===== config.mk =====
export PLATFORM = sky130hd
export DESIGN_NAME = pipe_stage_reg
export DESIGN_NICKNAME = d
export VERILOG_FILES = /design/src/rtl/pipe_stage_reg.sv
export SDC_FILE = /design/constraint.sdc
export NUM_CORES = 1
export LEC_CHECK = 0
export CORE_MARGIN = 8
export CORE_UTILIZATION = 48
export CTS_CLUSTER_DIAMETER = 80
export DETAILED_ROUTE_END_ITERATION = 8
export GPL_TIMING_DRIVEN = 1
export PLACE_DENSITY = 0.83
export REMOVE_ABC_BUFFERS = 1
export SLEW_MARGIN = 20
export SYNTH_ARGS = -nofsm -noshare
export SYNTH_HDL_FRONTEND = slang
export SYNTH_SLANG_ARGS = --single-unit
export TNS_END_PERCENT = 1

===== constraint.sdc =====
create_clock -name clk -period 7.45 [get_ports clk]
set_input_delay 0.745 -clock clk [delete_from_list [all_inputs] [get_ports clk]]
set_output_delay 0.745 -clock clk [all_outputs]
set_load 0.005 [all_outputs]

===== src/rtl/pipe_stage_reg.sv =====
// Pipeline stage register with optional two-entry skid buffer, synchronous flush
// and saturating stall/bubble performance counters.
`timescale 1ns/1ps
module pipe_stage_reg #(
    parameter int DATA_W = 32,
    parameter int CTRL_W = 9,
    parameter int SKID   = 1,
    parameter int CNT_W  = 16
) (
    input  logic              clk,
    input  logic              rst,
    input  logic              flush,
    input  logic              cnt_clr,
    input  logic              up_valid,
    output logic              up_ready,
    input  logic [CTRL_W-1:0] up_ctrl,
    input  logic [DATA_W-1:0] up_data,
    output logic              dn_valid,
    input  logic              dn_ready,
    output logic [CTRL_W-1:0] dn_ctrl,
    output logic [DATA_W-1:0] dn_data,
    output logic [CNT_W-1:0]  stall_cnt,
    output logic [CNT_W-1:0]  bubble_cnt
);

    typedef enum logic [1:0] {EMPTY, ONE, TWO} state_t;

    state_t            state, state_next;
    logic [CTRL_W-1:0] main_ctrl, main_ctrl_next, skid_ctrl, skid_ctrl_next;
    logic [DATA_W-1:0] main_data, main_data_next, skid_data, skid_data_next;
    logic              xfer_in, xfer_out;

    assign dn_valid = (state != EMPTY);
    assign dn_data  = main_data;
    assign dn_ctrl  = dn_valid ? main_ctrl : '0;

    // The skid variant derives up_ready from state alone, keeping dn_ready off the upstream path.
    generate
        if (SKID != 0) begin : g_skid
            assign up_ready = !rst && !flush && (state != TWO);
        end else begin : g_single
            assign up_ready = !rst && !flush && (!dn_valid || dn_ready);
        end
    endgenerate

    assign xfer_in  = up_valid && up_ready;
    assign xfer_out = dn_valid && dn_ready && !flush;

    always_ff @(posedge clk or posedge rst) begin
        if (rst) begin
            state     <= EMPTY;
            main_ctrl <= '0;
            main_data <= '0;
            skid_ctrl <= '0;
            skid_data <= '0;
        end else begin
            state     <= state_next;
            main_ctrl <= main_ctrl_next;
            main_data <= main_data_next;
            skid_ctrl <= skid_ctrl_next;
            skid_data <= skid_data_next;
        end
    end

    always_comb begin
        state_next     = state;
        main_ctrl_next = main_ctrl;
        main_data_next = main_data;
        skid_ctrl_next = skid_ctrl;
        skid_data_next = skid_data;
        if (flush) begin
            state_next     = EMPTY;
            main_ctrl_next = '0;
            main_data_next = '0;
            skid_ctrl_next = '0;
            skid_data_next = '0;
        end else begin
            case (state)
                EMPTY: begin
                    if (xfer_in) begin
                        main_ctrl_next = up_ctrl;
                        main_data_next = up_data;
                        state_next     = ONE;
                    end
                end
                ONE: begin
                    if (xfer_in && xfer_out) begin
                        main_ctrl_next = up_ctrl;
                        main_data_next = up_data;
                    end else if (xfer_in) begin
                        if (SKID != 0) begin
                            skid_ctrl_next = up_ctrl;
                            skid_data_next = up_data;
                            state_next     = TWO;
                        end
                    end else if (xfer_out) begin
                        state_next = EMPTY;
                    end
                end
                TWO: begin
                    // Skid entry is cleared once promoted so it never holds stale payload.
                    if (xfer_out) begin
                        main_ctrl_next = skid_ctrl;
                        main_data_next = skid_data;
                        skid_ctrl_next = '0;
                        skid_data_next = '0;
                        state_next     = ONE;
                    end
                end
                default: state_next = EMPTY;
            endcase
        end
    end

    always_ff @(posedge clk or posedge rst) begin
        if (rst) begin
            stall_cnt  <= '0;
            bubble_cnt <= '0;
        end else if (cnt_clr) begin
            stall_cnt  <= '0;
            bubble_cnt <= '0;
        end else begin
            if (dn_valid && !dn_ready && (stall_cnt != '1))
                stall_cnt <= stall_cnt + CNT_W'(1);
            if (!dn_valid && (bubble_cnt != '1))
                bubble_cnt <= bubble_cnt + CNT_W'(1);
        end
    end

endmodule

Word level (Yosys, flattened, before mapping)
Cells that the tools add are included.
- input bits: 47
- output and inout port bits: 75
- word-level logic and storage cells: 72
- register bits: 116
- equal/unequal tests: 11
- reduce and logical (&&, ||, !) cells: 22
- add/subtract/negate cells: 2
- multiplexer cells: 30
- operator list (cell ; number):
    $mux 32 ; 7
    $pmux 32 s3 ; 1
    $mux 9 ; 8
    $mux 16 ; 4
    $pmux 32 s2 ; 1
    $add 16x1->16 const B ; 2
    $ne 16x16->1 const B ; 2
    $pmux 9 s3 ; 1
    $pmux 9 s2 ; 1
    $ne 3x3->1 const B ; 5
    $mux 2 ; 6
    $reduce_and 4->1 ; 3
    $logic_and 1x1->1 ; 9
    $pmux 2 s3 ; 1
    $reduce_bool 2->1 ; 3
    $logic_not 1->1 ; 4
    $ne 4x4->1 const B ; 1
    $reduce_bool 4->1 ; 1
    $reduce_bool 3->1 ; 1
    $eq 2x1->1 const B ; 1
    $eq 2x2->1 const B ; 1
    $logic_not 2->1 ; 1
    $ne 2x2->1 const B ; 1

Depth between registers and ports, before layout
- depth in word-level cells: 8
- depth in mapped cells: 9
- depth with buffers taken out: 7

Worst setup path after synthesis
No wires, ideal clock.
- path kind: reg-to-output
- start point: reg state[0]
- end point: out up_ready
- path slack: 5.410 ns
- path buffers: 2
- stages on the path, launching flop included: 6
- arrival: 1.295 ns
- required time: 6.705 ns
- path through: dfrtp_1 > inv_1 > ha_1 > buf_2 > buf_2 > nor3_1
- cells in the longest elaborated chain, start to end: 2
- ends and longest elaborated chain (item ; line ; RTL):
    start, declared ; 28 ; state_t state, state_next;
    start signal, assigned ; 57 ; state <= state_next;
    $ne 2x2->1 ; 40 ; assign up_ready = !rst && !flush && (state != TWO);
    $logic_and 1x1->1 ; 40 ;
    end, declared ; 15 ; output logic up_ready,
Every way passes these cells.

Final worst setup path
Same ends and word-level chain as after synthesis.

==> impl_metrics.csv <==
group,metric,value,unit
status,status,"finished clean",
global_routing,grt_use_total,0.186,
synth,synthTopCellsByCount,"116 x dfrtp_1, 79 x nor2_1, 53 x nand3_1",
cts,post-cts-setup-buffers,0,
floorplanning,die_w,125,µm
cts,cts_tree,"built",
detailed_routing,drtIter0Drc,542,
cts,clk_pin_slew,0.05,ns
cts,cts_made_buffers,17,
floorplanning,initial_core_util,0.494,
global_routing,grt_max_degree,83,
cts,cts_resized,0,
critical_path,crit_path_top_delay_cell,"buf_4",
synth,synth_top_area_frac,0.510,
cts,clockBufferDepth,2,
critical_path,crit_type,"register to primary output",
timing,skew,0.0106,ns
placed_design,port_buffers,121,
detailed_routing,routed_wirelength,14200,µm
pwr,powerDensity,281,nW/µm²
floorplanning,io_pins,122,
timing,fmax,316,MHz
synth,syn_area,5690,µm²
layout,stdcell_area,7540,µm²
synth,synth_top_area_cell,"dfrtp_1",
flow_run,drv_cap,0,
synth,ys_types,46,
timing,finalSetupTns,0,ns
synth,yosysSeqAreaShare,0.510,
detailed_routing,antenna_left,0,
cts,cts-hold-fix-buffers,0,
global_routing,grt_pass1_vias,4810,
synth,synth_edf_count,0,
detailed_routing,via_per_inst,5.60,
timing,hold_violations,0,
cts,clockRootBuffer,"clkbuf_16",
timing,finalCritPeriodShare,0.424,
timing,whs,0.520,ns
layout,fillers,923,
hold_path,hp-class,"register to register",
timing,fin_crit,3.16,ns
timing,max_slew_margin,0.307,
floorplanning,dieArea,15600,µm²
placed_design,gp_congestion,0.899,
critical_path,path_cells,"inv_1 -> ha_2 -> buf_4 -> nor3_1 -> clkdlybuf4s50_1",
critical_path,worstSetupStartpointType,"register",
synth,async_reset_ff_frac,1.00,
cts,htreeDepth,4,
critical_path,arrival,2.42,ns
synth,yosysMostFrequentCell,"dfrtp_1",
timing,slew_viol_final,0,
global_routing,antenna_found_initial,1,
synth,synth_area_leaders,"dfrtp_1 51%, mux2i_1 8.1%, a211oi_1 5.7%",
timing,rsz0062_at_grt,"false",
floorplanning,die_h,125,µm
pwr,p_leak,3.06,nW
global_routing,grt_overflow_total,0,
critical_path,path_buf_inv,3,
detailed_routing,vias,4729,
critical_path,crit_path_max_fanout,47,
critical_path,cp-end-kind,"primary output",
cts,cts_sinks,116,
detailed_routing,drc_errors,0,
timing,worst_pin_slew,1.04,ns
synth,ys_warn_count,0,
detailed_routing,wl_per_cell,16.8,µm
synth,ys.flop_type,"dfrtp_1",
layout,final_layout_size_suffix_gt1_frac,0.0712,
pwr,max-vdd-ir-drop,0.140,mV
floorplanning,core,11500,µm²
synth,syn_area_per_cell,9.82,µm²
placed_design,dp_hpwl,9300,µm
layout,final_nets,742,
placed_design,placed_area,6950,µm²
global_routing,grt_pass1_wl,24200,µm
floorplanning,rows,39,
layout,antenna_cells,0,
critical_path,slowest_delay,0.68,ns
pwr,p_total,2.12,mW
cts,clock_latency,0.41,ns
layout,area_growth,32.4,%
timing,setup_viol,0,
synth,synthCells,580,
synth,synth-seq-cells,116,
layout,finish.utilization,0.655,
critical_path,critical_path_required,6.70,ns
critical_path,worst_path_dominant_cell_family,"buffers and inverters",
detailed_routing,drt-pass1-iter-count,5,
-- through the flow --
stage	std cells	setup WS, ns
detailed placement	813	4.10
global placement	813	4.24
finish	845	4.29
floorplan	544	3.27
global route	845	3.97
CTS	845	4.24
-- layout by cell type, fill, tap and decap left out, types with 3 or more instances in the layout --
| cell | instances |
|---|---|
| o21ai_1 | 7 |
| a211oi_1 | 43 |
| a31oi_1 | 3 |
| clkbuf_16 | 17 |
| clkbuf_1 | 3 |
| nor2b_1 | 10 |
| nand4_1 | 10 |
| and3_1 | 5 |
| buf_4 | 4 |
| nand3_1 | 53 |
| inv_1 | 46 |
| nor4_1 | 6 |
| a21oi_1 | 7 |
| clkdlybuf4s50_1 | 119 |
| and4_1 | 3 |
| ha_1 | 5 |
| bufinv_16 | 3 |
| mux2i_1 | 46 |
| nor3_1 | 6 |
| xnor2_1 | 11 |
| nand2_1 | 13 |
| clkinv_2 | 5 |
| nor2_1 | 78 |
| dfrtp_1 | 116 |
| o21ai_0 | 40 |
| xor2_1 | 8 |
-- area by class of cell --
cell class | instances | area (µm²) | area share
inverter | 47 | 179 | 0.0237
clock buffer | 22 | 464 | 0.0616
tap | 143 | 179 | 0.0237
clock inverter | 10 | 130 | 0.0173
multi-input combinational | 381 | 2440 | 0.324
timing repair buffer | 126 | 1240 | 0.165
sequential | 116 | 2900 | 0.385
-- where the power goes --
part | leakage (nW) | switching, mW | internal (mW) | total (mW)
Combinational | 1.21 | 0.248 | 0.246 | 0.494
Sequential | 1.56 | 0.0752 | 0.730 | 0.805
Clock | 0.290 | 0.278 | 0.540 | 0.818
Total | 3.06 | 0.601 | 1.52 | 2.12
-- tightest hold or removal path: stages (launching register included) --
cell and delay (ns):
dfrtp_1 0.37, inv_1 0.05, o21ai_1 0.06
-- cells by family after synthesis --
family | synth area share
AND/OR/NAND/NOR | 0.180
flip-flops | 0.510
AO/OA/AOI/OAI | 0.121
buffers and inverters | 0.0635
multiplexers | 0.0828
XOR/XNOR | 0.0292
adder cells (fa/ha/maj) | 0.0132
-- state kept, by name (all words and copies together), names as in the netlist --
name        flops
dn_data        32
stall_cnt      16
bubble_cnt     16
skid_data      32
main_ctrl       9
state           2
skid_ctrl       9
-- routing by layer --
layer | GRT usage | wire (µm)
met2 | 0.279 | 6480
met4 | 0.0630 | 149
met3 | 0.0646 | 1180
met5 | 0 | 11
met1 | 0.245 | 6400
-- final timing paths --
check,cells after the start,end,slack (ns),from
worst min register to register,2,skid_ctrl[0],0.52,skid_ctrl[0]
max in group asynchronous,3,dn_data[23],5.51,rst
worst max-delay path,5,up_ready,4.29,state[0]
worst max register to register,8,main_ctrl[0],4.33,state[0]
worst min-delay path,2,skid_ctrl[0],0.52,skid_ctrl[0]
min in group asynchronous,2,stall_cnt[9],0.85,rst
Note: power is estimated with default switching activity, not from simulation.
==> edit: new RTL, same settings <==
Make the reset (`rst`) synchronous in 2 clocked blocks.
--- a/src/rtl/pipe_stage_reg.sv
+++ b/src/rtl/pipe_stage_reg.sv
@@ -47,5 +47,5 @@
     assign xfer_out = dn_valid && dn_ready && !flush;
 
-    always_ff @(posedge clk or posedge rst) begin
+    always_ff @(posedge clk) begin
         if (rst) begin
             state     <= EMPTY;
@@ -113,5 +113,5 @@
     end
 
-    always_ff @(posedge clk or posedge rst) begin
+    always_ff @(posedge clk) begin
         if (rst) begin
             stall_cnt  <= '0;
Function: differs if rst is asserted again (counterexample within 4 cycles, from zero or initial values and one cycle with rst high); with rst held inactive, the same outputs for 4 cycles.
==> edit against the original RTL <==
  * Design area down 0.43%
  * Utilization is 2.2 points lower
  * Critical path type unchanged
  * Routed wire length up 11%
  * First-iteration DRC count is 14% higher
  * Sequential cell count did not move
  * Maximum frequency fell by 6.0%
  * Area after synthesis rose by 0.70%
  * Count of clock-buffer cells in the layout is 6 higher
  * Global-route usage is 1.1 points higher
  * Final cell count is 6.7% higher
  * Critical endpoint unchanged
  * Register-to-register slack improved by 0.89 ns
  * Worst setup slack lost 0.20 ns
Power is not compared: it rests on default switching activity, and its combinational part moved more than twofold at a synthesized area within 25%.
==> edit: results (changes against the original RTL) <==
Detailed routing
  – Wire length on met3: 1.31 mm (+11%)
  – Detail Route Antenna Nets: 0 (unchanged)
  – DR top layer: met4
  – Detailed router's first-iteration violation count: 616 (+14%)
  – Vias: 5501 (+16%)
  – Met2 wire length: 7.47 mm (+15%)
  – Routed length on met1: 6.84 mm (+6.9%)
  – Final WL: 15.8 mm (+11%)
  – DRT Pass-1 Iters: 5 (unchanged)

Global route
  – First-pass GRT wire length: 25.9 mm (+7.3%)
  – Vias in the first global route: 5234 (+8.8%)
  – Total track usage: 19.7% (+1.1 points)
  – Largest net degree at the start of global routing: 166 (+100%)
  – Grt ovf: 0 (unchanged)
  – Initial antenna violation count: 0 (-1)

CTS
  – CTS max path bufs: 2 (unchanged)
  – Postcts setup bufs: 0 (unchanged)
  – Root buffer cell: clkbuf_16
  – H-tree Lvls: 4 (unchanged)
  – CTS Buf Count: 17 (unchanged)
  – Clock latency on the worst-skew pair: 0.41 ns (about the same)
  – Post-cts sizing count: 0 (unchanged)
  – Worst-path clk slew: 0.05 ns (about the same)

Pwr
  – Worst VDD drop: 0.120 mV
  – LEAKAGE: 2.59 nW

Worst hold path
  – Hold path start: main_ctrl[0]
  – Hold WC Path Type: reg2reg

Timing
  – Setup violations, final: 0 (unchanged)
  – Slew @ Worst Pin: 1.01 ns (-0.0323 ns)
  – Worst Skew: 0.00525 ns (-0.00536 ns)

Synthesis
  – Main flop type after synthesis: dfxtp_1
  – Top post-synthesis cells by area: dfxtp_1 (40%), a21oi_1 (9.2%), o21ai_0 (7.9%)
  – Register area share after synthesis: 40.5% (-10 points)
  – Yosys warnings: 0 (unchanged)
  – Asr flop ratio synth: 0% (-100 points)
  – Top cells by count, synth: dfxtp_1 (116), a21oi_1 (105), o21ai_0 (90)
  – Post-synth cell types: 53 (+15%)

Placement
  – Pre-CTS WS: 4.28 ns (+0.177 ns)
  – PortBufs: 121 (unchanged)
  – Post-DP HPWL: 9.87 mm (+6.2%)
  – Placed Area: 6880 um2 (-0.97%)
  – RePlAce Congestion: 0.823 (-8.5%)

Run status
  – Outcome: complete, no violations

Layout
  – Layout Nets: 792 (+6.7%)
  – Inserted Diodes: 0 (unchanged)
  – Share of cells above drive strength 1: 6.62% (-0.50 points)

Setup path
  – CP max FO: 48 (+2.1%)
  – Crit path launch: state[0]
  – Worst reg2reg startpoint: stall_cnt[0]
  – Arr. time, crit path: 2.62 ns (+0.20 ns)
edit: report_power, final:
part / switching, mW / internal [mW] / total [mW]
combinational: 0.0536 / 0.0466 / 0.100
clock: 0.270 / 0.518 / 0.788
sequential: 0.00387 / 0.626 / 0.630
edit: final timing paths:
kind | endpoint | slack [ns] | depth (start not counted)
hold reg to reg | main_ctrl[0] | 0.47 | 2
setup reg to reg | stall_cnt[4] | 5.22 | 5
hold / removal | main_ctrl[0] | 0.47 | 2
setup / recovery | up_ready | 4.09 | 4
edit: logic make-up after synthesis:
family	share of synthesized area (%)
muxes	7.68
buffers and inverters	5.87
adders and majority gates	0.436
and+or+nand+nor	24.0
DFF	40.5
AOI/OAI and AO/OA	21.5
edit: final cells by class:
cell class,count,area [um2]
inverters,8,30.0
flip-flops and latches,116,2320
well taps,147,184
clock inverters,3,40.0
multi-input cells,474,3110
repair buffers,126,1280
clock buffers,28,537
fillers,976,4350
edit: worst max-delay path, stage by stage (launching register included):
cell,delay [ns]
dfxtp_1,0.56
nand2b_4,0.55
buf_12,0.32
nor2b_1,0.18
clkdlybuf4s50_1,0.58
edit: stage by stage:
stage | utilization [%] | std cells
6_report | 63.3 | 902
4_1_cts | 62.9 | 900
5_1_grt | 63.3 | 902
3_3_place_gp | 58.0 | 869
2_1_floorplan | - | 598
3_5_place_dp | 58.0 | 869
edit: layer usage:
layer  vias to the layer above  global-route usage, %
met5                         -                      0
met4                         0                   6.73
met3                        16                   7.27
met2                       215                   31.7
met1                      2613                   23.8
li1                       2657                      -
